<file path="src/rtl/prbs_pkg.sv">
// Shared types and constants for the PRBS stream checker.
// Tap/seed pairs match the reference generators used on the bench.
package prbs_pkg;

  typedef enum logic {
    HUNT,
    LOCKED
  } state_t;

  localparam logic [4:0] TAPS_5 = 5'h14;
  localparam logic [7:0] TAPS_8 = 8'hB8;
  localparam logic [4:0] SEED_5 = 5'h0F;
  localparam logic [7:0] SEED_8 = 8'h7F;

endpackage

</file>
<file path="src/rtl/prbs_loss_mon.sv">
// Lock-loss monitor: counts errors per window of valid beats and
// strobes loss on the beat that brings the window total to threshold.
module prbs_loss_mon
  import prbs_pkg::*;
#(
  parameter int WINDOW      = 64,
  parameter int LOSS_THRESH = 8
) (
  input  logic clk,
  input  logic rst,
  input  logic clr,
  input  logic beat,
  input  logic err,
  output logic loss
);

  localparam int BW = $clog2(WINDOW + 1);
  localparam int EW = $clog2(LOSS_THRESH + 1);

  logic [BW-1:0] win_beats;
  logic [EW-1:0] win_err;
  logic          wrap;

  assign wrap = win_beats == BW'(WINDOW - 1);
  assign loss = beat && err &&
                (win_err == EW'(LOSS_THRESH - 1));

  always_ff @(posedge clk) begin
    if (rst || clr) begin
      win_beats <= '0;
      win_err   <= '0;
    end else if (beat) begin
      if (wrap) begin
        win_beats <= '0;
        win_err   <= '0;
      end else begin
        win_beats <= win_beats + 1'b1;
        win_err   <= win_err + EW'(err);
      end
    end
  end

endmodule

</file>
<file path="config.mk">
export PLATFORM = sky130hd
export DESIGN_NAME = prbs_loss_mon
export DESIGN_NICKNAME = d
export VERILOG_FILES = /design/src/rtl/prbs_pkg.sv /design/src/rtl/prbs_loss_mon.sv
export SDC_FILE = /design/constraint.sdc
export NUM_CORES = 1
export LEC_CHECK = 0
export ABC_AREA = 1
export CORE_AREA = 4 4 41 43
export CTS_CLUSTER_DIAMETER = 120
export DETAILED_ROUTE_END_ITERATION = 12
export DIE_AREA = 0 0 45 47
export DONT_BUFFER_PORTS = 1
export GPL_TIMING_DRIVEN = 0
export PLACE_DENSITY = 0.61
export SETUP_SLACK_MARGIN = 0.02
export SLEW_MARGIN = 20
export SYNTH_ARGS = -nofsm -noshare
export SYNTH_HDL_FRONTEND = slang
export SYNTH_SLANG_ARGS = --single-unit
</file>
<file path="constraint.sdc">
create_clock -name clk -period 1 [get_ports clk]
set_input_delay 0.1 -clock clk [delete_from_list [all_inputs] [get_ports clk]]
set_output_delay 0.1 -clock clk [all_outputs]
set_load 0.01 [all_outputs]
</file>
* After elaboration in Yosys (flattened, before gate mapping)
Index checks and enable logic that the tools add are counted.
** Storage, ports and cells
- Register bits after elaboration :: 11
- Output and inout port bits :: 1
- Input bits :: 5
** Cells by class
- Muxes and demuxes :: 2
- Equal/unequal tests :: 2
- Add/subtract/negate cells :: 2
- Reduce and logical (&&, ||, !) cells :: 3
** Operator list (count)
- adder 7 x 1 -> 7 bit, second input constant :: 1
- equality test 7 x 6 -> 1 bit, second input constant :: 1
- 2-to-1 mux 7 bit :: 1
- adder 4 x 1 -> 4 bit :: 1
- equality test 4 x 3 -> 1 bit, second input constant :: 1
- 2-to-1 mux 4 bit :: 1
- logical AND 1 bit :: 2
- logical OR 1 bit :: 1

* Longest topological paths before layout
- Depth in word-level cells :: 2
- Gate-level depth with buffers :: 7
- Gate-level depth less buffers :: 6

* Worst setup path before layout
Ideal clock, no wire load.
- Kind :: register -> register
- Start point :: reg win_beats[1]
- End point :: reg win_beats[5]
- Arrival :: 0.953 ns
- Buffers on the path :: 0
- Stages on the path, launching flop included :: 7
- Data required time :: 0.886 ns
- Clock period less this slack :: 1.067 ns
- Setup slack :: -0.067 ns
- Setup time :: 0.114 ns
- Cell sequence :: dfxtp_1 > ha_1 > nand2_1 > nor3_4 > nand2_1 > nand2_1 > nor2_1
** On the way
- Cells in the longest elaborated chain, start to end :: 2
- Elaborated cells between the ends (all ways) :: 3
** RTL lines
- start: declaration :: RTL line prbs_loss_mon.sv:20 : logic [BW-1:0] win_beats;
- start signal: assignment :: RTL line prbs_loss_mon.sv:37 : win_beats <= win_beats + 1'b1;
- adder 7 x 1 -> 7 bit or equality test 7 x 6 -> 1 bit (tied branches) :: RTL line prbs_loss_mon.sv:37, prbs_loss_mon.sv:24
- 2-to-1 mux 7 bit (*) :: RTL line prbs_loss_mon.sv:33 : if (wrap) begin
Mark *: on every way between the ends. The rest lies on a longest branch, timed or not.
A chain may end at the register's enable or synchronous reset.

* Worst setup path after layout
- Start point :: reg win_beats[0]
- End point :: reg win_beats[5]
The elaborated chain is that of the path after synthesis.

==> metrics.yaml <==
status: "finished with violations"
violations: "hold timing, setup timing"
routed_wl_um: 1240
hold_slack_ns: -0.00304
grt_first_pass_wirelength_um: 2070
rsz0062_at_grt: "true"
fin_crit_ns: 1.10
setup_ws_ns: -0.0994
power.leakage_uw: 0.000341
die_h_um: 47
fillCellCount: 116
numCtsBuffers: 3
final_cells: 113
ios: 6
wl_per_cell_um: 10.9
final_nets: 107
syn-num-nets: 95
worst_pin_slew_ns: 0.213
hp-class: "primary input to register"
h-tree-depth: 1
slew_headroom_pct: 85.8
avgSynthCellArea_sq_um: 6.74
globalRouteOverflowTotal: 0
dp_cells: 102
yosysWarnings: 0
core_sq_um: 1300
ys_ff_latch: 11
tritoncts: "done"
fin_crit_sh_pct: 110
antenna_found_initial: 0
synth_top_area_share_pct: 37.5
drv_slew: 0
clk_pin_slew_ns: 0.07
cp-start-kind: "register"
crit_arrival_ns: 1.28
max_stage_delay_ns: 0.35
grtUsageTotal_pct: 14.1
grt_max_degree: 11
drv_cap: 0
cts.path.max_buffers: 2
syn_to_final_growth_pct: 36.5
clock_sinks: 11
synth_area_leaders: "dfxtp_1 38%, nand2_1 19%, a21oi_1 6.8%, ha_1 6.4%, inv_1 6.4%"
pre_cts_slack_ns: -0.130
die_w_um: 45
grt_pass1_vias: 528
yosys.area.top_type: "dfxtp_1"
synthesis.area_sq_um: 587
place_congestion: 0.711
vias: 545
start_util_pct: 45.1
route.detailed.drc: 0
syn_inst: 87
portBuffers: 0
cp_max_fo: 5
power.total_uw: 822
cts_root_buf: "clkbuf_4"
final_util_pct: 61.5
ant_nets: 0
clk-insertion-delay-late_ns: 0.28
drtIter0Drc: 5
synth_cell_types: 15
via_per_inst: 4.82
power_density_nw_per_um2: 1030
dieArea_sq_um: 2120
finalHoldViolations: 1
synth-seq-area-share_pct: 37.5
n_antenna_cell: 0
skew_ns: 0.00419
layout-drive-gt1-share_pct: 38.8
finalSetupTns_ns: -0.534
crit_chain: "ha_4, nand2_4, nor3_4, nand2_1, nand2_2, nor2_1"
dr.pass1.iters: 2
peakVddDrop_mv: 0.615
num_rows: 13
crit_required_ns: 1.18
dp_hpwl_um: 857
setup_viol: 9
layout_commonest_cell: "nand2_1"
critPathKind: "register to register"
end_kind: "register"
slowest_stage: "dfxtp_2"
max_freq_ghz: 0.910
final_cell_mix: "25 x nand2_1, 9 x inv_1, 7 x nor2_1, 6 x buf_4, 5 x dfxtp_1"
-- cell usage after synthesis --
cell type / n
nand4_1: 1
dfxtp_1: 11
inv_1: 10
o21ai_0: 1
buf_6: 1
inv_2: 2
nand3_1: 6
nand3b_1: 1
nor3_4: 1
nor3_1: 2
nor2_4: 1
ha_1: 3
a21oi_1: 8
nand2_1: 29
nor2_1: 10
-- repair_timing --
item	in CTS	in global routing
setup endpoints to repair	11	11
endpoints found under the hold margin	1	0
pin swaps	7	5
hold buffers	1	0
setup buffers	3	3
resized for setup	6	13
-- per-stage QoR --
| stage | hold WS (ns) | instance area [sq um] |
|---|---|---|
| 2_1_floorplan | 0.246 | 643 |
| 3_3_place_gp | 0.260 | 662 |
| 3_5_place_dp | 0.264 | 662 |
| 4_1_cts | 0.00218 | 742 |
| 5_1_grt | 0.0114 | 801 |
| 6_report | -0.00304 | 801 |
-- cells by family (layout without fill, tap and decap cells) --
logic type,Yosys count,after routing,synth area share (%)
adders and majority gates,3,3,6.40
AOI/OAI and AO/OA,9,9,7.68
buffers and inverters,13,24,9.60
and+or+nand+nor,51,51,38.8
DFF,11,11,37.5
-- flip-flops by register name (all words and copies together), names as in the netlist --
| signal | count |
|---|---|
| win_beats | 7 |
| win_err | 4 |
-- critical path, delay by kind of cell, from the launching register on --
family | cells | cell delay [ns]
simple gates | 5 | 0.50
fa+ha+maj | 1 | 0.15
flops | 1 | 0.35
-- layout make-up --
type	instances	area (sq um)	area share (%)
clock buffers	4	26.3	3.28
repair buffers	7	55.1	6.87
inverters	12	45.0	5.62
plain buffers	1	11.3	1.41
well taps	15	18.8	2.34
multi-input cells	63	412	51.4
flip-flops and latches	11	233	29.1
-- final timing paths --
check | cells past startpoint | end | slack [ns] | startpoint
worst max-delay path | 6 | win_beats[5]$_SDFFE_PP0P_ | -0.1 | win_beats[0]$_SDFFE_PP0P_
worst min-delay path | 3 | win_beats[6]$_SDFFE_PP0P_ | -0.003 | rst
worst max register to register | 6 | win_beats[5]$_SDFFE_PP0P_ | -0.1 | win_beats[0]$_SDFFE_PP0P_
worst min register to register | 2 | win_beats[6]$_SDFFE_PP0P_ | 0.49 | win_beats[6]$_SDFFE_PP0P_
-- layer usage --
metal	wire length, um	vias up	part of all wire [%]	global-route usage [%]
met1	576	236	47	15.1
met4	31	0	2.5	8.77
met3	39	5	3.2	3.83
li1	-	298	-	-
met5	0	-	0	0
met2	590	6	48	24.6
-- power by group --
group	internal (uW)	total, uW	switching, uW
Clock	155	316	161
Combinational	26.2	62.1	35.9
Sequential	438	444	5.07
Power figures use the tool's default switching activity.
